**src/rtl/vga_timing_pkg.sv**
```systemverilog
// vga_timing_pkg
//   Shared 640x480@60 Hz raster constants. The timing generator and every
//   sprite/region consumer take the blanking offsets from here rather than
//   hard-coding 144/34.
package vga_timing_pkg;

  localparam int CNT_W    = 10;

  // System clocks per pixel: 100 MHz / 4 = 25 MHz.
  localparam int PIX_DIV  = 4;

  // Horizontal segments in pixels.
  localparam int H_SYNC   = 96;
  localparam int H_BACK   = 48;
  localparam int H_ACTIVE = 640;
  localparam int H_FRONT  = 16;

  // Vertical segments in lines.
  localparam int V_SYNC   = 2;
  localparam int V_BACK   = 32;
  localparam int V_ACTIVE = 480;
  localparam int V_FRONT  = 11;

  localparam int H_TOTAL  = H_SYNC + H_BACK + H_ACTIVE + H_FRONT;  // 800
  localparam int V_TOTAL  = V_SYNC + V_BACK + V_ACTIVE + V_FRONT;  // 525

  // First visible column/row, measured from the start of sync.
  localparam int H_VIS_START = H_SYNC + H_BACK;                    // 144
  localparam int V_VIS_START = V_SYNC + V_BACK;                    // 34

endpackage

```
**src/rtl/vga_timing_gen_pix_tick_gen.sv**
```systemverilog
// pix_tick_gen
//   Divides clk by PIX_DIV to produce the pixel cadence.
//   Ports:
//     clk        in   system clock
//     resetN     in   asynchronous active-low reset
//     pixAdvance out  combinational: counters step on the coming edge
//     pixTick    out  registered: high for the one clk after each step
module pix_tick_gen
  import vga_timing_pkg::*;
(
  input  logic clk,
  input  logic resetN,
  output logic pixAdvance,
  output logic pixTick
);

  localparam logic [1:0] DIV_LAST = 2'(PIX_DIV - 1);

  logic [1:0] div;

  assign pixAdvance = (div == DIV_LAST);

  always_ff @(posedge clk or negedge resetN) begin
    if (!resetN) begin
      div     <= '0;
      pixTick <= 1'b0;
    end else begin
      div     <= pixAdvance ? 2'd0 : div + 2'd1;
      pixTick <= pixAdvance;
    end
  end

endmodule

```
**src/rtl/vga_timing_gen.sv**
```systemverilog
// vga_timing_gen
//   Free-running VGA raster counters with sync and visible-area decode.
//   Segment lengths default to the 640x480@60 values in vga_timing_pkg.
//   Ports:
//     clk        in   system clock (100 MHz)
//     resetN     in   asynchronous active-low reset
//     hCount     out  horizontal position, 0..H_TOTAL-1
//     vCount     out  vertical position, 0..V_TOTAL-1
//     hSync      out  active-low horizontal sync
//     vSync      out  active-low vertical sync
//     bright     out  pixel lies in the visible area
//     pixTick    out  one-clk pulse when the counters have just advanced
//     frameStart out  one-clk pulse when the counters have just wrapped to (0,0)
module vga_timing_gen
  import vga_timing_pkg::*;
#(
  parameter int H_SYNC_PX   = H_SYNC,
  parameter int H_BACK_PX   = H_BACK,
  parameter int H_ACTIVE_PX = H_ACTIVE,
  parameter int H_FRONT_PX  = H_FRONT,
  parameter int V_SYNC_LN   = V_SYNC,
  parameter int V_BACK_LN   = V_BACK,
  parameter int V_ACTIVE_LN = V_ACTIVE,
  parameter int V_FRONT_LN  = V_FRONT
)(
  input  logic             clk,
  input  logic             resetN,
  output logic [CNT_W-1:0] hCount,
  output logic [CNT_W-1:0] vCount,
  output logic             hSync,
  output logic             vSync,
  output logic             bright,
  output logic             pixTick,
  output logic             frameStart
);

  localparam int H_TOT = H_SYNC_PX + H_BACK_PX + H_ACTIVE_PX + H_FRONT_PX;
  localparam int V_TOT = V_SYNC_LN + V_BACK_LN + V_ACTIVE_LN + V_FRONT_LN;

  localparam logic [CNT_W-1:0] H_LAST      = CNT_W'(H_TOT - 1);
  localparam logic [CNT_W-1:0] V_LAST      = CNT_W'(V_TOT - 1);
  localparam logic [CNT_W-1:0] H_SYNC_END  = CNT_W'(H_SYNC_PX);
  localparam logic [CNT_W-1:0] V_SYNC_END  = CNT_W'(V_SYNC_LN);
  localparam logic [CNT_W-1:0] H_VIS_FIRST = CNT_W'(H_SYNC_PX + H_BACK_PX);
  localparam logic [CNT_W-1:0] H_VIS_LAST  = CNT_W'(H_SYNC_PX + H_BACK_PX + H_ACTIVE_PX - 1);
  localparam logic [CNT_W-1:0] V_VIS_FIRST = CNT_W'(V_SYNC_LN + V_BACK_LN);
  localparam logic [CNT_W-1:0] V_VIS_LAST  = CNT_W'(V_SYNC_LN + V_BACK_LN + V_ACTIVE_LN - 1);

  logic             pixAdvance;
  logic [CNT_W-1:0] hNext;
  logic [CNT_W-1:0] vNext;
  logic             frameWrap;
  logic             brightNext;

  pix_tick_gen uPixTick (
    .clk        (clk),
    .resetN     (resetN),
    .pixAdvance (pixAdvance),
    .pixTick    (pixTick)
  );

  always_comb begin
    hNext     = hCount;
    vNext     = vCount;
    frameWrap = 1'b0;
    if (pixAdvance) begin
      if (hCount == H_LAST) begin
        hNext = '0;
        if (vCount == V_LAST) begin
          vNext     = '0;
          frameWrap = 1'b1;
        end else begin
          vNext = vCount + 1'b1;
        end
      end else begin
        hNext = hCount + 1'b1;
      end
    end
  end

  // Decoding the next-state counts keeps sync/bright aligned with the
  // counts they describe, all leaving the same flops.
  assign brightNext = (hNext >= H_VIS_FIRST) && (hNext <= H_VIS_LAST) &&
                      (vNext >= V_VIS_FIRST) && (vNext <= V_VIS_LAST);

  always_ff @(posedge clk or negedge resetN) begin
    if (!resetN) begin
      hCount     <= '0;
      vCount     <= '0;
      hSync      <= 1'b0;
      vSync      <= 1'b0;
      bright     <= 1'b0;
      frameStart <= 1'b0;
    end else begin
      hCount     <= hNext;
      vCount     <= vNext;
      hSync      <= (hNext >= H_SYNC_END);
      vSync      <= (vNext >= V_SYNC_END);
      bright     <= brightNext;
      frameStart <= frameWrap;
    end
  end

endmodule

```
**config.mk**
```make
export PLATFORM = sky130hd
export DESIGN_NAME = vga_timing_gen
export DESIGN_NICKNAME = d
export VERILOG_FILES = /design/src/rtl/vga_timing_pkg.sv /design/src/rtl/vga_timing_gen_pix_tick_gen.sv /design/src/rtl/vga_timing_gen.sv
export SDC_FILE = /design/constraint.sdc
export NUM_CORES = 1
export LEC_CHECK = 0
export ABC_AREA = 1
export BUFFER_PORTS_ARGS = -buffer_cell sky130_fd_sc_hd__buf_2
export CAP_MARGIN = 20
export CORE_UTILIZATION = 55
export CTS_BUF_LIST = sky130_fd_sc_hd__clkbuf_2 sky130_fd_sc_hd__clkbuf_4 sky130_fd_sc_hd__clkbuf_8
export DETAILED_ROUTE_END_ITERATION = 8
export PLACE_DENSITY = 0.78
export RECOVER_POWER = 25
export SKIP_LAST_GASP = 1
export SLEW_MARGIN = 25
export SYNTH_ARGS = -nofsm -noshare
export SYNTH_HDL_FRONTEND = slang
export SYNTH_SLANG_ARGS = --single-unit
```
**constraint.sdc**
```tcl
create_clock -name clk -period 3.1 [get_ports clk]
set_input_delay 0.155 -clock clk [delete_from_list [all_inputs] [get_ports clk]]
set_output_delay 0.155 -clock clk [all_outputs]
set_load 0.005 [all_outputs]
```
== After elaboration in Yosys (flattened, before gate mapping) ==
Cells that the tools add are included.
W data, S select, Z words.

* Word-level logic and storage cells: 32
* Output and inout bits: 25
* Register bits: 27
* Input port bits: 2

* Mux-type cells: 9
* Reductions and logical operators: 3
* Equal/unequal tests: 3
* Order comparisons: 6
* Add/subtract/negate cells: 3

{| class="wikitable"
|+ Operator list
! operator !! number
|-
| $mux W10 || 5
|-
| $add A10 B1 Y10 const B || 2
|-
| $eq A10 B10 Y1 const B || 2
|-
| $le A10 B10 Y1 const B || 2
|-
| $ge A10 B2 Y1 const B || 1
|-
| $ge A10 B6 Y1 const B || 1
|-
| $ge A10 B7 Y1 const B || 1
|-
| $ge A10 B8 Y1 const B || 1
|-
| $logic_and A1 B1 Y1 || 3
|-
| $mux W1 || 3
|-
| $add A2 B1 Y2 const B || 1
|-
| $eq A2 B2 Y1 const B || 1
|-
| $mux W2 || 1
|}

== Logic depth before layout (Yosys ltp) ==
Gate-level depths: netlist of the first run.

* Depth in word-level cells: 7
* Mapped depth: 17
* Mapped depth without buffers: 16

== Modules after synthesis ==
Synthesis of the first run repeated with hierarchy kept, for this count alone.

* Cells, all modules: 223
* Area total of the unflattened synthesis: 1629.1 um2

{| class="wikitable"
|+ Modules (own cells, without submodules)
! module !! area each (um2) !! seq. area each (um2) !! instances !! cells each
|-
| vga_timing_gen || 1537.7 || 600.6 || 1 || 218
|-
| pix_tick_gen || 91.3 || 75.1 || 1 || 5
|}

== Worst setup path before layout of the first run ==
OpenSTA, ideal clock, no wires.

* Kind: reg-to-reg
* From: register uPixTick.div[0]
* To: register bright
* Clock period less this slack: 1714 ps
* Slack: 1386 ps
* Library setup time: 117 ps
* Arrival time: 1598 ps
* Required time: 2983 ps
* Path buffers: 1
* Cell stages (with the launch flop): 18
* Cell sequence: dfrtp_1 > ha_1 > buf_2 > nand2_1 > nor2_2 > nand2_1 > nor2_2 > nand2_1 > nand2_1 > nand2_1 > nand2_1 > nand2_1 > inv_2 > nand2_1 > nand2_1 > inv_2 > nand2_1 > nor2_1

* Longest elaborated chain between the ends: 6
* Elaborated cells between the ends (all ways): 10
* Those cells by class: order compare: 4; eq/ne: 1; mux: 2; reduce/logical: 3

{| class="wikitable"
|+ RTL lines
! element !! RTL line !! text
|-
| from (decl) || vga_timing_gen_pix_tick_gen.sv:19 || <nowiki>logic [1:0] div;</nowiki>
|-
| from (signal assigned) || vga_timing_gen_pix_tick_gen.sv:28 || <nowiki>div <= pixAdvance ? 2'd0 : div + 2'd1;</nowiki>
|-
| $eq A2 B2 Y1 (*) || vga_timing_gen_pix_tick_gen.sv:21 || <nowiki>assign pixAdvance = (div == DIV_LAST);</nowiki>
|-
| net pixAdvance || vga_timing_gen.sv:49 || <nowiki>logic pixAdvance;</nowiki>
|-
| $mux W10 || vga_timing_gen.sv:66 || <nowiki>if (pixAdvance) begin</nowiki>
|-
| $ge A10 B8 Y1 or $le A10 B10 Y1 (tied branches) || vga_timing_gen.sv:83 || <nowiki>assign brightNext = (hNext >= H_VIS_FIRST) && (hNext <= H_VIS_LAST) &&</nowiki>
|-
| $logic_and A1 B1 Y1 (2 in series) || vga_timing_gen.sv:83 ||
|-
| $logic_and A1 B1 Y1 (*) || vga_timing_gen.sv:84 || <nowiki>(vNext >= V_VIS_FIRST) && (vNext <= V_VIS_LAST);</nowiki>
|-
| net brightNext || vga_timing_gen.sv:53 || <nowiki>logic brightNext;</nowiki>
|-
| to (signal assigned) || vga_timing_gen.sv:99 || <nowiki>bright <= brightNext;</nowiki>
|-
| to (decl) || vga_timing_gen.sv:32 || <nowiki>output logic bright,</nowiki>
|}

Mark *: on every way through the listed nets, which the timed path passes. The rest lies on a longest branch.

== Worst setup path in the final report of the first run ==
Ends and elaborated chain as after synthesis.

==> impl_metrics.toml, run 1 <==
[timing]
fin_crit_sh_pct = 70.7
holdWs_ns = 0.435
fin_setup_tns_ns = 0
hold_viol_final = 0
fin_crit_ns = 2.19
slew_violations = 0
relSlewSlack_pct = 7.50
rsz0062_at_grt = "false"
fin_worst_skew_ns = 0.00400
setup_viol = 0
max_freq_mhz = 456
setup_ws_ns = 0.908
tightest_slew_ns = 1.39

[synth]
synth-seq-cells = 27
yosysTopAreaCell = "dfrtp_1"
syn_avg_cell_area_um2 = 7.39
syn_nets = 235
synthCells = 229
seq_area_frac_synth_pct = 39.9
synth.area.top_cells = "dfrtp_1 (40%), nand2_1 (18%), inv_1 (8.4%)"
yosysUniqueCellTypes = 29
synth-warning-count = 0
synth_area_mm2 = 0.00169
synth_top_area_share_pct = 39.9

[global_route]
overflow = 0
grt_max_degree = 28
grtUsageTotal_pct = 22.5
grt_pass1_wl_mm = 5.81
antenna_found_initial = 0
first_global_vias = 1356

[placement]
port_buffers = 26
gp_congestion = 0.882
hpwl_mm = 2.54
post-place-ws_ns = 0.909

[cts]
cts_buffers = 3
cts_setup_buffers = 0
cts.sinks = 27
cts_resized = 0
clock_path_buffers = 2
cts.reportedPaths.clkPinSlew_ns = 0.14
htreeDepth = 1
clock_tree.root_cell = "clkbuf_4"
cts_tree = "built"
clk_latency_ns = 0.32

[worst_setup_path]
path_cells = "ha_1 -> nand2_1 -> nor2_2 -> nand2_1 -> nor2_2 -> nand2_1 -> nand2_1 -> nand2_1 -> nand2_1 -> nand2_1 -> inv_2 -> nand2_1 -> nand2_1 -> inv_2 -> nand2_1 -> nor2_1"
critical_path.startpoint = "uPixTick.div[0]$_DFF_PN0_"
crit_buf_inv = 2
cpMostUsedCell = "nand2_1"
crit_required_ns = 3.33
cp_slowest_cell = "ha_1"
slowest_delay_ns = 0.54
crit_family = "simple AND/OR/NAND/NOR gates"
cp.arrival_ns = 2.42
r2r-start = "uPixTick.div[0]$_DFF_PN0_"
critPathLaunchType = "register"
crit_fanout = 17
rrSetupSlack_ns = 0.91
cp-end-kind = "register"
path_class = "reg2reg"

[pwr]
p_int_uw = 412
vdd_drop_max_uv = 283
p_leak_uw = 0.00120
swShare_pct = 20.7
power_switching_uw = 108
power-per-cell-area_mw_per_mm2 = 275
power.total_uw = 520
comb_power_share_pct = 1.4
seq_power_share_pct = 67.7
pwr-share-clk_pct = 30.8

[floorplanning]
start_util_pct = 59.8
ios = 27
die_w_um = 57.5
die_h_um = 57.5
core.rowCount = 19
design.die.area_mm2 = 0.00330
core_mm2 = 0.00283

[layout]
nets = 265
n_antenna_cell = 0
multi_input_area_um2 = 838
final_cell_mix = "nand2_1 (79), inv_1 (38), dfrtp_1 (27), buf_2 (25), nand3_1 (15)"
layout_commonest_cell = "nand2_1"
post-route-util_pct = 66.8
fillers = 249
syn2layout_area_growth_pct = 11.7
drive_above_1_share_pct = 23.3
register_area_um2 = 676

[route]
avgRoutedWirePerCell_um = 11.2
drt_iter0_markers = 60
wl_mm = 3.25
dr.pass1.iters = 6
vias_per_cell = 5.01
num_vias = 1448
drc = 3
drtAntennaViolNets = 0

[run_status]
status = "finished, violations left"
violations = "design-rule violations"

[min_path]
hold_class = "reg2reg"
hold_start = "uPixTick.div[0]$_DFF_PN0_"

[flow_run]
cap_violations = 0
-- per-stage QoR --
stage / instance area [um2] / std cells
after global routing: 1890 / 289
final: 1890 / 289
after global placement: 1850 / 284
after floorplan: 1690 / 229
after CTS: 1890 / 289
after detailed placement: 1850 / 284
-- sequential cells by signal (all words and copies together) (netlist names) --
name / flops
vCount: 10
uPixTick.div: 2
hCount: 10
hSync: 1
bright: 1
frameStart: 1
uPixTick.pixTick: 1
vSync: 1
-- power groups by stage --
| stage | clock network, uW | registers (uW) | logic [uW] |
|---|---|---|---|
| after floorplan | 0 | 359 | 0.000691 |
| after global placement | 0 | 359 | 7.40 |
| after detailed placement | 0 | 359 | 7.42 |
| after CTS | 169 | 352 | 8.41 |
| after global routing | 175 | 352 | 9.24 |
| final | 160 | 352 | 7.52 |
-- what timing repair did --
action | CTS | global route
hold endpoints to repair | 27 | 0
endpoints found under the setup margin | 0 | 0
hold buffers | 1 | 0
-- synthesized netlist by cell type, drive strengths merged --
cell type,instances
nand4,5
o21bai,1
xor2,2
nor3,3
a21oi,5
nand3,20
ha,4
buf,2
dfrtp,27
inv,45
or2,2
nand3b,1
nor2,23
o21ai,4
nand2,84
o211ai,1
-- worst reg2reg max path: stages (launching register included) --
cell and delay, ns:
dfrtp_1 0.38, ha_1 0.54, nand2_1 0.13, nor2_2 0.15
nand2_1 0.11, nor2_2 0.10, nand2_1 0.07, nand2_1 0.11
nand2_1 0.06, nand2_1 0.10, nand2_1 0.07, inv_2 0.05
nand2_1 0.04, nand2_1 0.07, inv_2 0.03, nand2_1 0.06
nor2_1 0.04
-- cells by family after synthesis --
family	after synthesis	share of synthesized area (%)
fa+ha+maj	4	2.96
flops	27	39.9
compound gates	11	3.99
buf+inv	47	10.6
simple gates	138	41.5
xor+xnor	2	1.03
-- cell type report --
class	instances	share of cell area, %
Multi-Input combinational cell	155	44.3
Sequential cell	27	35.7
Inverter	45	8.93
Timing Repair Buffer	27	7.35
Tap cell	31	2.05
Clock buffer	4	1.59
-- final timing paths --
path,depth (start not counted),end
worst min-delay path,1,uPixTick.div[0]$_DFF_PN0_
worst max-delay path,16,bright$_DFF_PN0_
max in group asynchronous,2,vCount[7]$_DFF_PN0_
worst max register to register,16,bright$_DFF_PN0_
worst min register to register,1,uPixTick.div[0]$_DFF_PN0_
min in group asynchronous,2,hCount[0]$_DFF_PN0_
-- per-layer routing --
layer	track usage [%]	vias up	wire, um
li1	-	756	-
met1	33.6	662	1670
met2	35.2	28	1450
met3	2.72	2	112
met4	4.88	0	10
met5	0	-	0
(Power assumes the default switching activity.)
==> inputs of run 2 (changes only) <==
==> constraint.sdc (replaced) <==
create_clock -name clk -period 2.19 [get_ports clk]
set_input_delay 0.1095 -clock clk [delete_from_list [all_inputs] [get_ports clk]]
set_output_delay 0.1095 -clock clk [all_outputs]
set_load 0.005 [all_outputs]
==> run 2 against run 1 <==
Compared with the run above:
- the run still ends with design-rule violations left
- sequential power up 42%
- total power up 41%
- count of clock-buffer cells in the layout down 1
- critical endpoint unchanged
- largest cell class unchanged
==> impl_metrics.toml, run 2 (same netlist as run 1, synthesis figures left out) <==
[run_status]
status = "finished, violations left"
violations = "design-rule violations"

[flow_run]
cap_violations = 0

[global_route]
overflow = 0
grt_pass1_wl_mm = 5.88
antenna_found_initial = 0
grtUsageTotal_pct = 22.5
grt_max_degree = 28
first_global_vias = 1319

[route]
wl_mm = 3.30
vias_per_cell = 4.96
dr.pass1.iters = 6
avgRoutedWirePerCell_um = 11.4
drc = 3
num_vias = 1438
drt_iter0_markers = 80
drtAntennaViolNets = 0

[timing]
tightest_slew_ns = 1.45
rsz0062_at_grt = "false"
hold_viol_final = 0
setup_ws_ns = 0.252
holdWs_ns = 0.460
max_freq_mhz = 516
setup_viol = 0
fin_worst_skew_ns = 0.00674
fin_crit_sh_pct = 88.5
fin_setup_tns_ns = 0
relSlewSlack_pct = 3.60
slew_violations = 0
fin_crit_ns = 1.94

[placement]
hpwl_mm = 2.56
post-place-ws_ns = 0.265
dpl-instance-area_mm2 = 0.00186
gp_congestion = 0.862
port_buffers = 26

[floorplanning]
ios = 27
die_h_um = 57.5
die_w_um = 57.5
start_util_pct = 59.8
core_mm2 = 0.00283
core.rowCount = 19
design.die.area_mm2 = 0.00330

[worst_setup_path]
cp_slowest_cell = "dfrtp_1"
r2r_cells = 13
worst_r2r_endpoint = "bright$_DFF_PN0_"
crit_fanout = 6
crit_required_ns = 2.47
cpMostUsedCell = "nand2_1"
cp-end-kind = "register"
critical_path.startpoint = "vCount[1]$_DFF_PN0_"
rrSetupSlack_ns = 0.25
endpoint = "bright$_DFF_PN0_"
r2r-start = "vCount[1]$_DFF_PN0_"
slowest_delay_ns = 0.47
critPathLaunchType = "register"
cp.arrival_ns = 2.22
path_cells = "ha_1 -> nand2_1 -> nor2_2 -> nand2_1 -> nor2_1 -> nand3_2 -> nand2_1 -> nand2_1 -> nand2_2 -> nand3_2 -> nor2_2 -> nor2_1 -> nor2_1"
path_class = "reg2reg"

[cts]
cts_setup_buffers = 0
clk_latency_ns = 0.33
cts_tree = "built"
htreeDepth = 1
clock_path_buffers = 2
cts.reportedPaths.clkPinSlew_ns = 0.16
clock_tree.root_cell = "clkbuf_4"
cts.sinks = 27
cts_buffers = 3

[pwr]
power.total_uw = 735
comb_power_share_pct = 1.5
seq_power_share_pct = 67.9
power-per-cell-area_mw_per_mm2 = 387
vdd_drop_max_uv = 375
p_int_uw = 569
power_switching_uw = 166
pwr-share-clk_pct = 30.6
swShare_pct = 22.6
p_leak_uw = 0.00120

[layout]
n_antenna_cell = 0
drive_above_1_share_pct = 23.9
design_area_mm2 = 0.00190
reg_top3 = "hCount (10), vCount (10), uPixTick.div (2)"
fillers = 244
final_cell_mix = "nand2_1 (79), inv_1 (38), dfrtp_1 (27), buf_2 (25), nand3_1 (15)"
layout_commonest_cell = "nand2_1"
nets = 266
syn2layout_area_growth_pct = 12.1

[min_path]
hold_class = "reg2reg"
==> run 2: changes by cell type in the layout (fill, tap and decap cells not counted) <==
| cell | before | now |
|---|---|---|
| clkinv_2 | 0 | 1 |
| ha_2 | 0 | 1 |
| clkbuf_4 | 4 | 3 |
| buf_4 | 0 | 1 |
| ha_1 | 4 | 3 |
==> run 2: worst min path at each step <==
stage                                   start                        end  slack [ns]  cells after the start
detailed placement                     resetN        hCount[2]$_DFF_PN0_        0.15                      1
CTS                                    resetN        hCount[2]$_DFF_PN0_        0.32                      2
global placement                       resetN        hCount[2]$_DFF_PN0_        0.15                      1
finish              uPixTick.div[0]$_DFF_PN0_  uPixTick.div[0]$_DFF_PN0_        0.46                      1
global route        uPixTick.div[0]$_DFF_PN0_  uPixTick.div[0]$_DFF_PN0_        0.48                      1
floorplan                              resetN           bright$_DFF_PN0_       -0.19                      0
==> run 2: per-layer routing <==
layer	wire length, um	up-vias	GRT usage (%)
li1	-	758	-
met1	1630	640	33.8
met2	1490	38	34.6
met3	169	2	2.27
met4	19	0	6.62
met5	0	-	0
==> run 2: critical path: cells and delay by family (launching register included) <==
kind                     cells  cell delay, ns
AND/OR/NAND/NOR             12            1.20
flip-flops                   1            0.47
adder cells (fa/ha/maj)      1            0.21
==> run 2: layout make-up <==
type / instances / area, um2 / area share [%]
clock inverters: 1 / 5.00 / 0.264
repair buffers: 28 / 146 / 7.71
flip-flops and latches: 27 / 676 / 35.6
inverters: 45 / 169 / 8.90
clock buffers: 3 / 22.5 / 1.19
well taps: 31 / 38.8 / 2.04
multi-input cells: 155 / 841 / 44.3
==> run 2: timing repair <==
action                                 CTS  global route
resized for setup                        0             1
hold buffers                             1             0
setup endpoints to repair                0             1
endpoints found under the hold margin   27             0
==> run 2: per-stage QoR <==
stage / util, % / std cells
after floorplan: - / 229
after global placement: 65.7 / 285
after detailed placement: 65.7 / 285
after CTS: 67.1 / 290
after global routing: 67.1 / 290
final: 67.1 / 290
==> run 2: power by group through the flow <==
stage | registers, uW | logic, uW | clock network, uW
floorplan | 508 | 0.000691 | 0
global placement | 508 | 10.6 | 0
detailed placement | 508 | 10.7 | 0
CTS | 499 | 12.1 | 227
global route | 499 | 13.5 | 243
finish | 499 | 11.1 | 225
